File: src/rtl/rd_ptr_empty_ctrl.sv
// Read-side controller for the asynchronous FIFO: synchronises the write Gray pointer, keeps the
// binary/Gray read pointers and produces registered look-ahead empty, level and almost-empty flags.
module rd_ptr_empty_ctrl #(
    parameter int unsigned ADDR_W      = 5,
    parameter int unsigned SYNC_STAGES = 2,
    parameter int unsigned AE_THRESH   = 4
) (
    input  logic              rd_clk,
    input  logic              rd_rst,
    input  logic              rd_en,
    input  logic [ADDR_W:0]   wr_gptr_async,
    output logic [ADDR_W-1:0] rd_addr,
    output logic [ADDR_W:0]   rd_gptr,
    output logic              empty,
    output logic              almost_empty,
    output logic [ADDR_W:0]   rd_level,
    output logic              underflow,
    output logic              rd_fire
);

    logic [ADDR_W:0] sync_q [SYNC_STAGES];
    logic [ADDR_W:0] wq_gptr;
    logic [ADDR_W:0] wq_bin;

    logic [ADDR_W:0] rd_bin_q;
    logic [ADDR_W:0] rd_gptr_q;
    logic [ADDR_W:0] rd_level_q;
    logic            empty_q;
    logic            almost_empty_q;
    logic            underflow_q;

    logic [ADDR_W:0] rd_bin_next;
    logic [ADDR_W:0] rd_gnext;
    logic [ADDR_W:0] level_next;
    logic            empty_next;
    logic            almost_empty_next;

    // Plain flop chain: no logic between stages so each stage can settle a metastable sample.
    always_ff @(posedge rd_clk or posedge rd_rst) begin
        if (rd_rst) begin
            for (int i = 0; i < int'(SYNC_STAGES); i++) begin
                sync_q[i] <= '0;
            end
        end else begin
            sync_q[0] <= wr_gptr_async;
            for (int i = 1; i < int'(SYNC_STAGES); i++) begin
                sync_q[i] <= sync_q[i-1];
            end
        end
    end

    assign wq_gptr = sync_q[SYNC_STAGES-1];

    // Gray to binary: bit i is the XOR of all Gray bits from the MSB down to i.
    always_comb begin
        wq_bin = '0;
        for (int i = 0; i <= int'(ADDR_W); i++) begin
            wq_bin[i] = ^(wq_gptr >> i);
        end
    end

    assign rd_fire     = rd_en & ~empty_q;
    assign rd_bin_next = rd_bin_q + {{ADDR_W{1'b0}}, rd_fire};
    assign rd_gnext    = rd_bin_next ^ (rd_bin_next >> 1);

    // Look-ahead flags use the post-read pointer so the last-entry read raises empty on its own edge.
    always_comb begin
        empty_next        = (rd_gnext == wq_gptr);
        level_next        = wq_bin - rd_bin_next;
        almost_empty_next = (32'(level_next) <= AE_THRESH);
    end

    always_ff @(posedge rd_clk or posedge rd_rst) begin
        if (rd_rst) begin
            rd_bin_q       <= '0;
            rd_gptr_q      <= '0;
            rd_level_q     <= '0;
            empty_q        <= 1'b1;
            almost_empty_q <= 1'b1;
            underflow_q    <= 1'b0;
        end else begin
            rd_bin_q       <= rd_bin_next;
            rd_gptr_q      <= rd_gnext;
            rd_level_q     <= level_next;
            empty_q        <= empty_next;
            almost_empty_q <= almost_empty_next;
            underflow_q    <= rd_en & empty_q;
        end
    end

    assign rd_addr      = rd_bin_q[ADDR_W-1:0];
    assign rd_gptr      = rd_gptr_q;
    assign rd_level     = rd_level_q;
    assign empty        = empty_q;
    assign almost_empty = almost_empty_q;
    assign underflow    = underflow_q;

endmodule

File: config.mk
export PLATFORM = sky130hd
export DESIGN_NAME = rd_ptr_empty_ctrl
export DESIGN_NICKNAME = d
export VERILOG_FILES = /design/src/rtl/rd_ptr_empty_ctrl.sv
export SDC_FILE = /design/constraint.sdc
export NUM_CORES = 1
export LEC_CHECK = 0
export BUFFER_PORTS_ARGS = -buffer_cell sky130_fd_sc_hd__buf_2
export CORE_ASPECT_RATIO = 0.8
export CORE_MARGIN = 2
export CORE_UTILIZATION = 40
export CTS_BUF_LIST = sky130_fd_sc_hd__clkbuf_4 sky130_fd_sc_hd__clkbuf_8 sky130_fd_sc_hd__clkbuf_16
export DETAILED_ROUTE_END_ITERATION = 10
export PLACE_DENSITY_LB_ADDON = 0.15
export SLEW_MARGIN = 0
export SYNTH_ARGS = -nofsm -noshare
export SYNTH_HDL_FRONTEND = slang
export SYNTH_SLANG_ARGS = --single-unit
File: constraint.sdc
create_clock -name rd_clk -period 3.1 [get_ports rd_clk]
set_clock_uncertainty 0.05 [all_clocks]
set_input_delay 0.155 -clock rd_clk [delete_from_list [all_inputs] [get_ports rd_clk]]
set_output_delay 0.155 -clock rd_clk [all_outputs]
set_load 0.005 [all_outputs]
==> flow_metrics.py <==
metrics = {
    "sta": {
        "layout_min_cycle_time_ns": 2.756,
        "timing.final.crit_share_pct": 88.90,
        "fmax_mhz": 362.8,
        "slew_violations": 0,
        "setup_viol": 0,
        "hold_violations": 0,
        "rsz0062_at_grt": "false",
        "whs_ns": 0.04683,
        "tightest_slew_ns": 0.5236,
        "timing.slew.headroom_pct": 64.84,
        "setup_tns_ns": 0,
    },
    "placed_design": {
        "port_buffers": 29,
        "hpwl_um": 1676,
        "place_congestion": 0.7949,
        "place_area_mm2": 0.001573,
    },
    "status": {
        "status": "complete, no violations",
    },
    "power": {
        "pwr-share-comb_pct": 48.6,
        "p_switching_mw": 0.7115,
        "seqPwrFrac_pct": 34.3,
        "ir_drop_uv": 438.5,
        "p_leak_nw": 0.8098,
        "clockPowerShare_pct": 17.1,
        "power_mw": 1.901,
        "powerDensity_mw_per_mm2": 1095,
        "sw_frac_of_total_pct": 37.44,
        "p_int_mw": 1.189,
    },
    "die": {
        "num_io_pins": 30,
        "dieArea_mm2": 0.003932,
        "die_width_um": 69.61,
        "design.core.area_mm2": 0.003352,
        "initial_core_util_pct": 41.10,
        "die_h_um": 56.49,
        "rows": 19,
    },
    "finish": {
        "num_antenna_cells": 0,
        "final_common_cell": "dfrtp_1",
        "area_growth_pct": 25.98,
        "fin_util_pct": 51.77,
        "design_area_mm2": 0.001735,
        "drive_above_1_share_pct": 32.41,
        "nets": 159,
        "final_cell_mix": "dfrtp_1 (30), buf_2 (29), xnor2_1 (21), inv_1 (9), dlygate4sd3_1 (7)",
    },
    "global_route": {
        "gr-usage-met2_pct": 20.60,
        "use_met1_pct": 15.63,
        "grt_max_degree": 33,
        "grt_busiest_layer": "met2",
        "met3_usage_pct": 4.847,
        "grt_pass1_wl_um": 3808,
        "grt_pass1_vias": 869,
        "gr-total-overflow": 0,
        "grtUsageTotal_pct": 13.10,
        "antenna_found_initial": 0,
    },
    "clocking": {
        "cts_tree": "built",
        "post-cts-setup-buffer-count": 0,
        "clock_latency_ns": 0.28,
        "cts-hold-fix-buffers": 7,
        "clock_sinks": 32,
        "cts_resized": 0,
        "clkTransAtPathRegs_ns": 0.06,
        "cts_root_buffer": "clkbuf_8",
        "h-tree-depth": 2,
        "cts_buffers": 5,
        "clockBufferDepth": 2,
    },
    "synth": {
        "synth_top_family_by_area": "XOR/XNOR gates",
        "synth.mux.area_fraction_pct": 0,
        "synthAdderAreaFrac_pct": 7.539,
        "synth_nets": 117,
        "synth-seq-cells": 32,
        "synth-simple-area-share_pct": 5.722,
        "yosysWarningCount": 0,
        "yosysSeqAreaShare_pct": 58.31,
        "yosys.area_share.xor_xnor_pct": 21.89,
        "synth_area_per_cell_um2": 13.51,
        "synth_cell_type_count": 24,
        "syn_inst": 102,
        "synth-compound-area-share_pct": 3.361,
        "syn-cell-area_mm2": 0.001378,
    },
    "worst_hold_path": {
        "hold_depth": 2,
        "hold_class": "input pin to flip-flop",
        "hp-start": "rd_en",
        "whs_endpoint": "underflow",
    },
    "worst_setup_path": {
        "crit_type": "flip-flop to flip-flop",
        "r2r_setup_slack_ns": 0.34,
        "max_stage_delay_ns": 0.53,
        "cp-end-kind": "flip-flop",
        "r2r-start": "empty",
        "crit_path_max_fanout": 4,
        "critPathBufInv": 0,
        "r2r-end": "almost_empty",
        "path_cells": "nor2b_1, ha_1, xnor2_1, ha_1, a21oi_1, maj3_2, o31a_1, xnor2_2, nor4b_2",
        "critPathLaunchType": "flip-flop",
        "slowest_stage": "dfstp_2",
        "cp.arrival_ns": 2.91,
        "cpMostUsedCell": "ha_1",
        "r2r_cells": 9,
        "cp.required_ns": 3.25,
        "critPathTopFamily": "adder cells",
    },
    "flow_run": {
        "drv_cap": 0,
    },
    "drt": {
        "dr.pass1.iters": 4,
        "ant_nets": 0,
        "vias_per_cell": 4.428,
        "dr.first_iter.drc_count": 42,
        "wire_per_inst_um": 12.21,
        "num_vias": 828,
        "wirelength_um": 2283,
        "drc": 0,
    },
}
==> synthesized netlist by cell type <==
cell type	instances	area, um2
o21ai_0	3	15.01
nand3_1	2	10.01
and2_2	1	7.510
and3_1	1	6.260
and2_1	1	6.260
dfrtp_1	30	750.7
nor4b_2	1	15.01
nor3_1	1	5.000
dfstp_2	2	52.55
a21oi_1	2	10.01
buf_2	2	10.01
nand4_1	2	12.51
nand2_1	1	3.750
maj3_2	1	11.26
xnor2_2	4	65.06
a31oi_1	2	12.51
o31a_1	1	8.760
maj3_1	1	10.01
xnor2_1	21	183.9
ha_1	5	62.56
nor2b_1	2	12.51
xor2_1	6	52.55
fa_1	1	20.02
inv_1	9	33.78
==> kinds of logic after synthesis <==
group,Yosys count
AND/OR/NAND/NOR,12
AO/OA/AOI/OAI,8
adder cells (fa/ha/maj),8
buffers and inverters,11
flip-flops,32
XOR/XNOR,31
==> metrics by stage <==
stage | instances | setup WS, ns
after floorplan | 102 | 0.5309
after CTS | 187 | 0.3450
after detailed placement | 172 | 0.3745
final | 187 | 0.3440
after global routing | 187 | 0.1441
after global placement | 172 | 0.4000
==> registers in the layout, summed over array words and instances, names as in the netlist <==
register and count:
rd_gptr 5, rd_level 6, empty 1, almost_empty 1, wq_gptr 6, rd_bin_q 6, underflow 1, sync_q 6
==> power by group through the flow <==
stage                     registers [mW]  logic [mW]  clock network, mW
after floorplan                    0.648       0.680                  0
after global placement             0.653       0.915                  0
after detailed placement           0.660       0.930                  0
after CTS                          0.653       0.942              0.334
after global routing               0.672        1.02              0.352
final                              0.651       0.925              0.325
==> layer usage <==
metal | wire [um] | vias up
li1 | - | 406
met1 | 1036 | 390
met2 | 1048 | 25
met3 | 144 | 7
met4 | 53 | 0
met5 | 0 | -
==> worst max-delay path by stage <==
stage,start,to,slack [ns],cells after the start
final,empty,almost_empty,0.34,9
after global placement,empty,almost_empty,0.40,9
after global routing,empty,almost_empty,0.14,9
after detailed placement,empty,almost_empty,0.37,9
after floorplan,empty,almost_empty,0.53,9
after CTS,empty,almost_empty,0.34,9
==> area by class of cell <==
type                       count  area, um2
fill                         303       1617
tap                           42      52.55
clock buffer                   6      82.58
sequential                    32      803.3
inverter                       9      33.78
clock inverter                 2      10.01
multi-input combinational     59      530.5
timing repair buffer          37      222.7
(Power assumes the default switching activity.)
